## config.mk

```make
export PLATFORM = sky130hd
export DESIGN_NAME = vx_mul_sign_pipe
export DESIGN_NICKNAME = d
export VERILOG_FILES = /design/src/rtl/vx_mul_sign_pipe.sv
export SDC_FILE = /design/constraint.sdc
export NUM_CORES = 2
export LEC_CHECK = 0
export ABC_AREA = 1
export CAP_MARGIN = 25
export CELL_PAD_IN_SITES_DETAIL_PLACEMENT = 1
export CELL_PAD_IN_SITES_GLOBAL_PLACEMENT = 1
export CORE_ASPECT_RATIO = 1.2
export CORE_MARGIN = 1
export CORE_UTILIZATION = 44
export DETAILED_ROUTE_END_ITERATION = 10
export PLACE_DENSITY = 0.83
export SETUP_SLACK_MARGIN = 0.15
export SKIP_CTS_REPAIR_TIMING = 1
export SLEW_MARGIN = 10
export SYNTH_ARGS = -nofsm -noshare
export SYNTH_HDL_FRONTEND = slang
export SYNTH_SLANG_ARGS = --single-unit
export TNS_END_PERCENT = 10
```

## constraint.sdc

```tcl
create_clock -name clk -period 6.05 [get_ports clk]
set_input_delay 0.605 -clock clk [delete_from_list [all_inputs] [get_ports clk]]
set_output_delay 0.605 -clock clk [all_outputs]
set_load 0.005 [all_outputs]
```

## src/rtl/vx_mul_sign_pipe.sv

```systemverilog
// Signed/unsigned N x N multiply pipeline (RISC-V MUL/MULH/MULHSU/MULHU) around an unsigned core.
// Optional perf counters perf_ops/perf_stalls are built when VX_MUL_PERF_EN is defined.
module vx_mul_sign_pipe #(
  parameter int N       = 32,
  parameter int TAG_W   = 8,
  parameter int LATENCY = 3
) (
  input  logic             clk,
  input  logic             resetn,
  input  logic             in_valid,
  output logic             in_ready,
  input  logic [N-1:0]     in_a,
  input  logic [N-1:0]     in_b,
  input  logic             in_a_signed,
  input  logic             in_b_signed,
  input  logic             in_hi,
  input  logic [TAG_W-1:0] in_tag,
  output logic             out_valid,
  input  logic             out_ready,
  output logic [N-1:0]     out_data,
  output logic [TAG_W-1:0] out_tag
`ifdef VX_MUL_PERF_EN
  ,
  output logic [31:0]      perf_ops,
  output logic [31:0]      perf_stalls
`endif
);

  // Delay stages between the product register and the output register; MID may be 0.
  localparam int MID  = LATENCY - 2;
  localparam int MSZ  = (MID > 0) ? MID : 1;
  localparam int TAIL = (MID > 0) ? MID - 1 : 0;
  localparam int P    = 2 * N;

  function automatic logic [N-1:0] magnitude(input logic [N-1:0] v, input logic neg);
    magnitude = neg ? (~v + N'(1)) : v;
  endfunction

  function automatic logic [P-1:0] apply_sign(input logic [P-1:0] v, input logic neg);
    apply_sign = neg ? (~v + P'(1)) : v;
  endfunction

  logic stall_s;
  logic adv_s;

  logic             s0_valid_q, s0_valid_d;
  logic [N-1:0]     s0_amag_q, s0_amag_d;
  logic [N-1:0]     s0_bmag_q, s0_bmag_d;
  logic             s0_neg_q, s0_neg_d;
  logic             s0_hi_q, s0_hi_d;
  logic [TAG_W-1:0] s0_tag_q, s0_tag_d;

  logic [P-1:0]     core_prod_s;

  logic             mid_valid_q [MSZ];
  logic             mid_valid_d [MSZ];
  logic [P-1:0]     mid_prod_q  [MSZ];
  logic [P-1:0]     mid_prod_d  [MSZ];
  logic             mid_neg_q   [MSZ];
  logic             mid_neg_d   [MSZ];
  logic             mid_hi_q    [MSZ];
  logic             mid_hi_d    [MSZ];
  logic [TAG_W-1:0] mid_tag_q   [MSZ];
  logic [TAG_W-1:0] mid_tag_d   [MSZ];

  logic             tail_valid_s;
  logic [P-1:0]     tail_prod_s;
  logic             tail_neg_s;
  logic             tail_hi_s;
  logic [TAG_W-1:0] tail_tag_s;
  logic [P-1:0]     res_s;

  logic             out_valid_q, out_valid_d;
  logic [N-1:0]     out_data_q, out_data_d;
  logic [TAG_W-1:0] out_tag_q, out_tag_d;

  // Global enable: a held output freezes every stage.
  always_comb begin
    stall_s  = out_valid_q & ~out_ready;
    adv_s    = ~stall_s;
    in_ready = adv_s;
  end

  // Stage 0: sign detection and magnitude capture, sampled only on accept.
  always_comb begin
    s0_valid_d = s0_valid_q;
    s0_amag_d  = s0_amag_q;
    s0_bmag_d  = s0_bmag_q;
    s0_neg_d   = s0_neg_q;
    s0_hi_d    = s0_hi_q;
    s0_tag_d   = s0_tag_q;
    if (adv_s) begin
      s0_valid_d = in_valid;
      if (in_valid) begin
        s0_amag_d = magnitude(in_a, in_a_signed & in_a[N-1]);
        s0_bmag_d = magnitude(in_b, in_b_signed & in_b[N-1]);
        s0_neg_d  = (in_a_signed & in_a[N-1]) ^ (in_b_signed & in_b[N-1]);
        s0_hi_d   = in_hi;
        s0_tag_d  = in_tag;
      end else begin
        s0_amag_d = s0_amag_q;
      end
    end else begin
      s0_valid_d = s0_valid_q;
    end
  end

  // Stage 0 register.
  always_ff @(posedge clk or negedge resetn) begin
    if (!resetn) begin
      s0_valid_q <= 1'b0;
      s0_amag_q  <= '0;
      s0_bmag_q  <= '0;
      s0_neg_q   <= 1'b0;
      s0_hi_q    <= 1'b0;
      s0_tag_q   <= '0;
    end else begin
      s0_valid_q <= s0_valid_d;
      s0_amag_q  <= s0_amag_d;
      s0_bmag_q  <= s0_bmag_d;
      s0_neg_q   <= s0_neg_d;
      s0_hi_q    <= s0_hi_d;
      s0_tag_q   <= s0_tag_d;
    end
  end

  // Unsigned core multiplier on the magnitudes.
  always_comb begin
    core_prod_s = P'(s0_amag_q) * P'(s0_bmag_q);
  end

  // Delay chain: slot 0 takes the core product, later slots shift.
  always_comb begin
    for (int i = 0; i < MSZ; i++) begin
      mid_valid_d[i] = mid_valid_q[i];
      mid_prod_d[i]  = mid_prod_q[i];
      mid_neg_d[i]   = mid_neg_q[i];
      mid_hi_d[i]    = mid_hi_q[i];
      mid_tag_d[i]   = mid_tag_q[i];
    end
    if (adv_s) begin
      mid_valid_d[0] = s0_valid_q;
      mid_prod_d[0]  = core_prod_s;
      mid_neg_d[0]   = s0_neg_q;
      mid_hi_d[0]    = s0_hi_q;
      mid_tag_d[0]   = s0_tag_q;
      for (int i = 1; i < MSZ; i++) begin
        mid_valid_d[i] = mid_valid_q[i-1];
        mid_prod_d[i]  = mid_prod_q[i-1];
        mid_neg_d[i]   = mid_neg_q[i-1];
        mid_hi_d[i]    = mid_hi_q[i-1];
        mid_tag_d[i]   = mid_tag_q[i-1];
      end
    end else begin
      mid_valid_d[0] = mid_valid_q[0];
    end
  end

  // Delay chain registers.
  always_ff @(posedge clk or negedge resetn) begin
    if (!resetn) begin
      for (int i = 0; i < MSZ; i++) begin
        mid_valid_q[i] <= 1'b0;
        mid_prod_q[i]  <= '0;
        mid_neg_q[i]   <= 1'b0;
        mid_hi_q[i]    <= 1'b0;
        mid_tag_q[i]   <= '0;
      end
    end else begin
      for (int i = 0; i < MSZ; i++) begin
        mid_valid_q[i] <= mid_valid_d[i];
        mid_prod_q[i]  <= mid_prod_d[i];
        mid_neg_q[i]   <= mid_neg_d[i];
        mid_hi_q[i]    <= mid_hi_d[i];
        mid_tag_q[i]   <= mid_tag_d[i];
      end
    end
  end

  // With LATENCY=2 the output stage reads the core product directly.
  always_comb begin
    if (MID > 0) begin
      tail_valid_s = mid_valid_q[TAIL];
      tail_prod_s  = mid_prod_q[TAIL];
      tail_neg_s   = mid_neg_q[TAIL];
      tail_hi_s    = mid_hi_q[TAIL];
      tail_tag_s   = mid_tag_q[TAIL];
    end else begin
      tail_valid_s = s0_valid_q;
      tail_prod_s  = core_prod_s;
      tail_neg_s   = s0_neg_q;
      tail_hi_s    = s0_hi_q;
      tail_tag_s   = s0_tag_q;
    end
    res_s = apply_sign(tail_prod_s, tail_neg_s);
  end

  // Output stage: sign re-application and half select; data held across bubbles and stalls.
  always_comb begin
    out_valid_d = out_valid_q;
    out_data_d  = out_data_q;
    out_tag_d   = out_tag_q;
    if (adv_s) begin
      out_valid_d = tail_valid_s;
      if (tail_valid_s) begin
        out_data_d = tail_hi_s ? res_s[P-1:N] : res_s[N-1:0];
        out_tag_d  = tail_tag_s;
      end else begin
        out_data_d = out_data_q;
      end
    end else begin
      out_valid_d = out_valid_q;
    end
  end

  // Output register.
  always_ff @(posedge clk or negedge resetn) begin
    if (!resetn) begin
      out_valid_q <= 1'b0;
      out_data_q  <= '0;
      out_tag_q   <= '0;
    end else begin
      out_valid_q <= out_valid_d;
      out_data_q  <= out_data_d;
      out_tag_q   <= out_tag_d;
    end
  end

  assign out_valid = out_valid_q;
  assign out_data  = out_data_q;
  assign out_tag   = out_tag_q;

`ifdef VX_MUL_PERF_EN
  logic [31:0] perf_ops_q, perf_ops_d;
  logic [31:0] perf_stalls_q, perf_stalls_d;

  // Free-running wrap-around event counters.
  always_comb begin
    perf_ops_d    = perf_ops_q + ((out_valid_q & out_ready) ? 32'd1 : 32'd0);
    perf_stalls_d = perf_stalls_q + (stall_s ? 32'd1 : 32'd0);
  end

  // Perf counter registers.
  always_ff @(posedge clk or negedge resetn) begin
    if (!resetn) begin
      perf_ops_q    <= 32'd0;
      perf_stalls_q <= 32'd0;
    end else begin
      perf_ops_q    <= perf_ops_d;
      perf_stalls_q <= perf_stalls_d;
    end
  end

  assign perf_ops    = perf_ops_q;
  assign perf_stalls = perf_stalls_q;
`else
`endif

endmodule

```

# After elaboration in Yosys (flattened, before gate mapping)
# Index checks and enable logic that the tools add are counted.
# word_totals
regBits	191
out_inout_bits	42
wordCells	33
# op_classes
addsub	3
multipliers	1
muxes	4
bitwise_logic	9
n_reduce_logical	2
# op_table
operator	n
2-to-1 mux 32 bit	3
adder 32 x 1 -> 32 bit (second input constant)	2
adder 64 x 1 -> 64 bit (second input constant)	1
multiplier 32 x 32 -> 64 bit	1
2-to-1 mux 64 bit	1
NOT 32 bit	2
NOT 64 bit	1
AND reduction 2 bit	2
AND 1 bit	3
NOT 1 bit	2
XOR 1 bit	1

# Logic depth before layout (Yosys ltp)
# logic_depth
ltp_word	4
ltp_mapped	32
ltp_nobuf	30

# Worst setup path after synthesis
# Ideal clock, no wire load.
# synth_path
kind	reg-to-reg
startpoint	reg s0_amag_q[31]
endpoint	reg mid_prod_q[58] (netlist name)
setup_time_ns	0.118
arrival_ns	6.213
slack_ns	-0.282
path_stages_with_launch	30
path_buffers	2
cell_sequence	dfrtp_1 -> clkbuf_1 -> clkbuf_1 -> nand2_1 -> fa_1 -> inv_1 -> fa_1 -> fa_1 -> inv_1 -> fa_1 -> inv_1 -> fa_1 -> fa_1 -> fa_1 -> inv_1 -> fa_1 -> inv_1 -> ha_1 -> nand2_1 -> nor2_1 -> inv_1 -> nor2_1 -> inv_1 -> nor2_1 -> and2_1 -> nand2_1 -> nand2_1 -> nand2_1 -> nand3_1 -> nand2_1
# synth_between
elab_chain_cells	1
# synth_rtl
item	line	rtl
start: declaration	47	logic [N-1:0] s0_amag_q, s0_amag_d;
start signal: assignment	119	s0_amag_q <= s0_amag_d;
multiplier 32 x 32 -> 64 bit	129	core_prod_s = P'(s0_amag_q) * P'(s0_bmag_q);
end signal: indexed assignment	172	mid_prod_q[i] <= mid_prod_d[i];
end: declaration	57	logic [P-1:0] mid_prod_q [MSZ];
# No other way between the ends.
# A chain may end at the register's enable or synchronous reset.

# Final worst setup path
# layout_path
startpoint	reg s0_bmag_q[13]
endpoint	reg mid_prod_q[33] (netlist name)
# layout_between
elab_chain_cells	1
# layout_rtl
item	line	rtl
start: declaration	48	logic [N-1:0] s0_bmag_q, s0_bmag_d;
start signal: assignment	120	s0_bmag_q <= s0_bmag_d;
multiplier 32 x 32 -> 64 bit	129	
# No other way between the ends.

==> results.rst <==
.. list-table::
   :header-rows: 1

   * - Metric
     - Value
   * - Result of the run
     - complete, but fails checks
   * - Violated checks
     - design-rule violations, negative setup slack
   * - Transition time of the tightest slew-check pin
     - ~1000 ps
   * - Clk buf depth
     - 2
   * - DRT antenna net count
     - 0
   * - Hold Violations, Final
     - 0
   * - Launch instance of the worst register-to-register path
     - s0_bmag_q[13]$_DFFE_PN0P_
   * - Number of top-level pins
     - about 120
   * - Avg WL per Cell
     - about 22 um
   * - Largest area contributor in the synthesized netlist
     - fa_1
   * - Category of cells accounting for the largest share of critical-path delay
     - adder cells
   * - Largest cells by area after synthesis
     - fa_1, nand2_1, inv_1
   * - FP Rows
     - roughly 130
   * - Gate count of the mapped netlist
     - about 6700
   * - Crit Path Max Fanout
     - 22
   * - Synth Area in Adders
     - 44.8%
   * - CP endpoint kind
     - flip-flop
   * - Post-route setup slack
     - -951 ps
   * - Sequential fraction of the synthesis area
     - 10.1%
   * - Crit path required time
     - around 6500 ps
   * - 1st-iter DRT viols
     - around 2700
   * - Total gr overflow
     - 0
   * - Simple logic cell fraction of the synthesized area
     - between 20% and 30%
   * - Area fraction in compound gates after synthesis
     - 3.58%
   * - Class of the most critical hold timing path
     - primary input to async pin
   * - Critical path's most frequent cell
     - fa_1
   * - Detailed-routing wirelength on met1
     - 64.2 mm
   * - Total DRC errors in the routed layout
     - 18
   * - Post-synthesis instance area
     - around 47000 um^2
   * - Post-layout minimum cycle time
     - about 7000 ps
   * - Clock latency of the later-clocked register in the worst-skew pair
     - about 550 ps
   * - Worst Setup Start Kind
     - flip-flop
   * - Cell depth of the worst setup path
     - 26
   * - Max-slew violation count
     - 0
   * - Reg-to-reg slack, setup
     - -950 ps
   * - Asr flop ratio synth
     - 100%
   * - Uppermost layer routed
     - met5
   * - Largest family of logic cells by synthesized area
     - adder cells
   * - Met2 WL
     - around 94 mm
   * - Total nets after synthesis
     - 7891
   * - Yosys warning count
     - 0
   * - Die Footprint
     - ~110000 um^2
   * - Placed wire-length estimate
     - approximately 150 mm
   * - H-tree Lvls
     - 4
   * - Sum of negative setup slack
     - -36440 ps
   * - Number of port buffers
     - between 100 and 150
   * - Critical path type
     - flip-flop to flip-flop
   * - Fraction of post-synthesis cell area in the top cell type by area
     - between 30% and 40%
   * - Count of max-cap constraint violations
     - 0
   * - Via/cell ratio
     - approximately 5.4
   * - Post-synth EDFFs
     - 0
   * - Routed via count
     - around 44000
   * - Total length of routed met3 wires
     - ~12 mm
   * - Crit path buf inv count
     - 7
   * - Number of distinct standard cells referenced by the synthesized netlist
     - 46
   * - Count of final setup violators
     - 54
   * - Weighted congestion at the end of routability-driven global placement
     - between 0.9 and 1
   * - Vertical die dimension
     - around 360 um
   * - #FFs+latches synth
     - approximately 190
   * - Worst setup path endpoint
     - mid_prod_q[33]$_DFFE_PN0N_
   * - Destination of the worst register-to-register timing path
     - mid_prod_q[33]$_DFFE_PN0N_
   * - Worst path max stage delay
     - between 600 and 700 ps
   * - Share of the cycle needed by the critical path after routing
     - 116%
   * - Clock Pin Slew Worst Setup and Hold Paths
     - 80 ps
   * - Total global routing track utilization
     - 33.8%
   * - Arr. time, crit path
     - 7460 ps
   * - CTS tree
     - built
   * - Slowest-stage cell, CP
     - fa_1
   * - Placeable core region
     - between 100000 and 150000 um^2
   * - Portion of netlist area occupied by mux cells
     - 0%
   * - Unrepaired setup endpoints after global routing
     - true
   * - Top FF cell, synth
     - dfrtp_1
   * - Number of sinks handled by clock tree synthesis
     - between 150 and 200
   * - Relative slew slack
     - between 20 and 30%
   * - Global-route wire length before repair
     - about 280 mm
   * - Nets
     - about 8100
   * - Critical path launch point
     - s0_bmag_q[13]$_DFFE_PN0P_
   * - Largest net degree at the start of global routing
     - 98
   * - Antenna violations before repair
     - 2
   * - Effective utilization at floorplan
     - 44.5%
   * - Worst clock skew
     - 17.9 ps
   * - Cell chosen for the clock root
     - clkbuf_16
   * - Share of final-layout standard cells stronger than drive strength 1
     - a little over a tenth
   * - Mean Syn Cell Area
     - 7.13 um^2
   * - DR pass1 iterations
     - 10
   * - Die Wd
     - about 300 um
   * - Vias in the first global route
     - around 50000
   * - Area share of xor/xnor cells in the synthesized design
     - 0.812%
   * - Area Overhead vs Synth
     - 15.7%
   * - Total Routed Length
     - 185 mm
   * - Achievable Freq
     - between 100 and 150 MHz
   * - Number of cell instances on the worst register-to-register path
     - 26
   * - Number of CTS-inserted buffers
     - 17
cells by family after synthesis:
group,count (synthesis)
XOR/XNOR,44
flip-flops,191
buffers and inverters,2220
AND/OR/NAND/NOR,2709
AO/OA/AOI/OAI,324
adder cells (fa/ha/maj),1162
worst min-delay path by stage:
stage	startpoint	to
6_report	resetn	out_tag[5]$_DFFE_PN0P_
5_1_grt	resetn	mid_tag_q[3]$_DFFE_PN0N_
4_1_cts	resetn	out_tag[6]$_DFFE_PN0P_
3_5_place_dp	s0_tag_q[3]$_DFFE_PN0P_	s0_tag_q[3]$_DFFE_PN0P_
3_3_place_gp	s0_tag_q[0]$_DFFE_PN0P_	mid_tag_q[0]$_DFFE_PN0N_
2_1_floorplan	resetn	mid_hi_q$_DFFE_PN0N_
synthesized netlist by cell type (19+ instances only):
library cell and count:
clkbuf_1 295, o21ai_0 124, fa_1 896, ha_1 266, nand4_1 31, inv_1 1879, o21ai_1 48, nor3_1 25
nand2_1 2029, a21oi_1 126, dfrtp_1 191, xnor2_1 19, nand3_1 222, nor2_1 316, inv_2 21, xor2_1 25
placed cells by master, fill, tap and decap left out, drive strengths merged, types with 126 or more instances in the layout:
cell	count
a21oi	126
buf	422
dfrtp	191
fa	896
ha	266
inv	1903
nand2	2039
nand3	233
nor2	342
o21ai	174
area by class of cell:
class	instances	area (um^2)
multi-input cells	4239	35200
clock buffers	18	429
fillers	13500	51600
clock inverters	12	181
well taps	1396	1750
inverters	1903	7140
flip-flops and latches	191	4800
repair buffers	543	5360
diodes	1	2.50
registers in the layout (all words and copies together) (netlist names):
signal,flops
s0_amag_q,32
out_data,32
s0_valid_q,1
mid_tag_q,8
s0_bmag_q,32
s0_hi_q,1
out_valid,1
out_tag,8
mid_valid_q,1
s0_tag_q,8
mid_neg_q,1
mid_prod_q,64
mid_hi_q,1
s0_neg_q,1
metal layers:
metal / GRT usage (%) / vias to the layer above
met5: 0 / -
met1: 36.2 / 22300
met3: 5.69 / 974
met4: 22.0 / 2
met2: 61.0 / 1940
li1: - / 19300
metrics by stage:
step	instances	cell area, um^2	worst slack (ps)	hold WS [ps]	util, %
after floorplan	6650	48400	-48.0	309	-
after global placement	8256	53400	-813	465	50.2
final	8303	54900	-951	159	51.5
after CTS	8287	54100	-1100	165	50.7
after global routing	8302	54900	-1130	204	51.5
after detailed placement	8257	53500	-1090	470	50.2
worst reg2reg max path, stage by stage (launching register included):
cell and delay (ps):
dfrtp_1 430, buf_12 180, nand2_1 170, inv_1 120, fa_1 570, inv_1 80, fa_1 540, fa_2 460
fa_1 540, inv_1 80, fa_1 620, fa_2 470, fa_1 520, fa_2 490, ha_4 320, nand2_1 150
nor2_2 180, inv_2 90, nor2_4 170, inv_2 80, nor2_2 120, inv_1 50, a21oi_2 140, nor2_1 60
nand2_1 60, nand3_1 130, o21ai_1 130
Power is not shown: default switching activity piles up to over one toggle a cycle in this logic, so the estimate is an artifact.
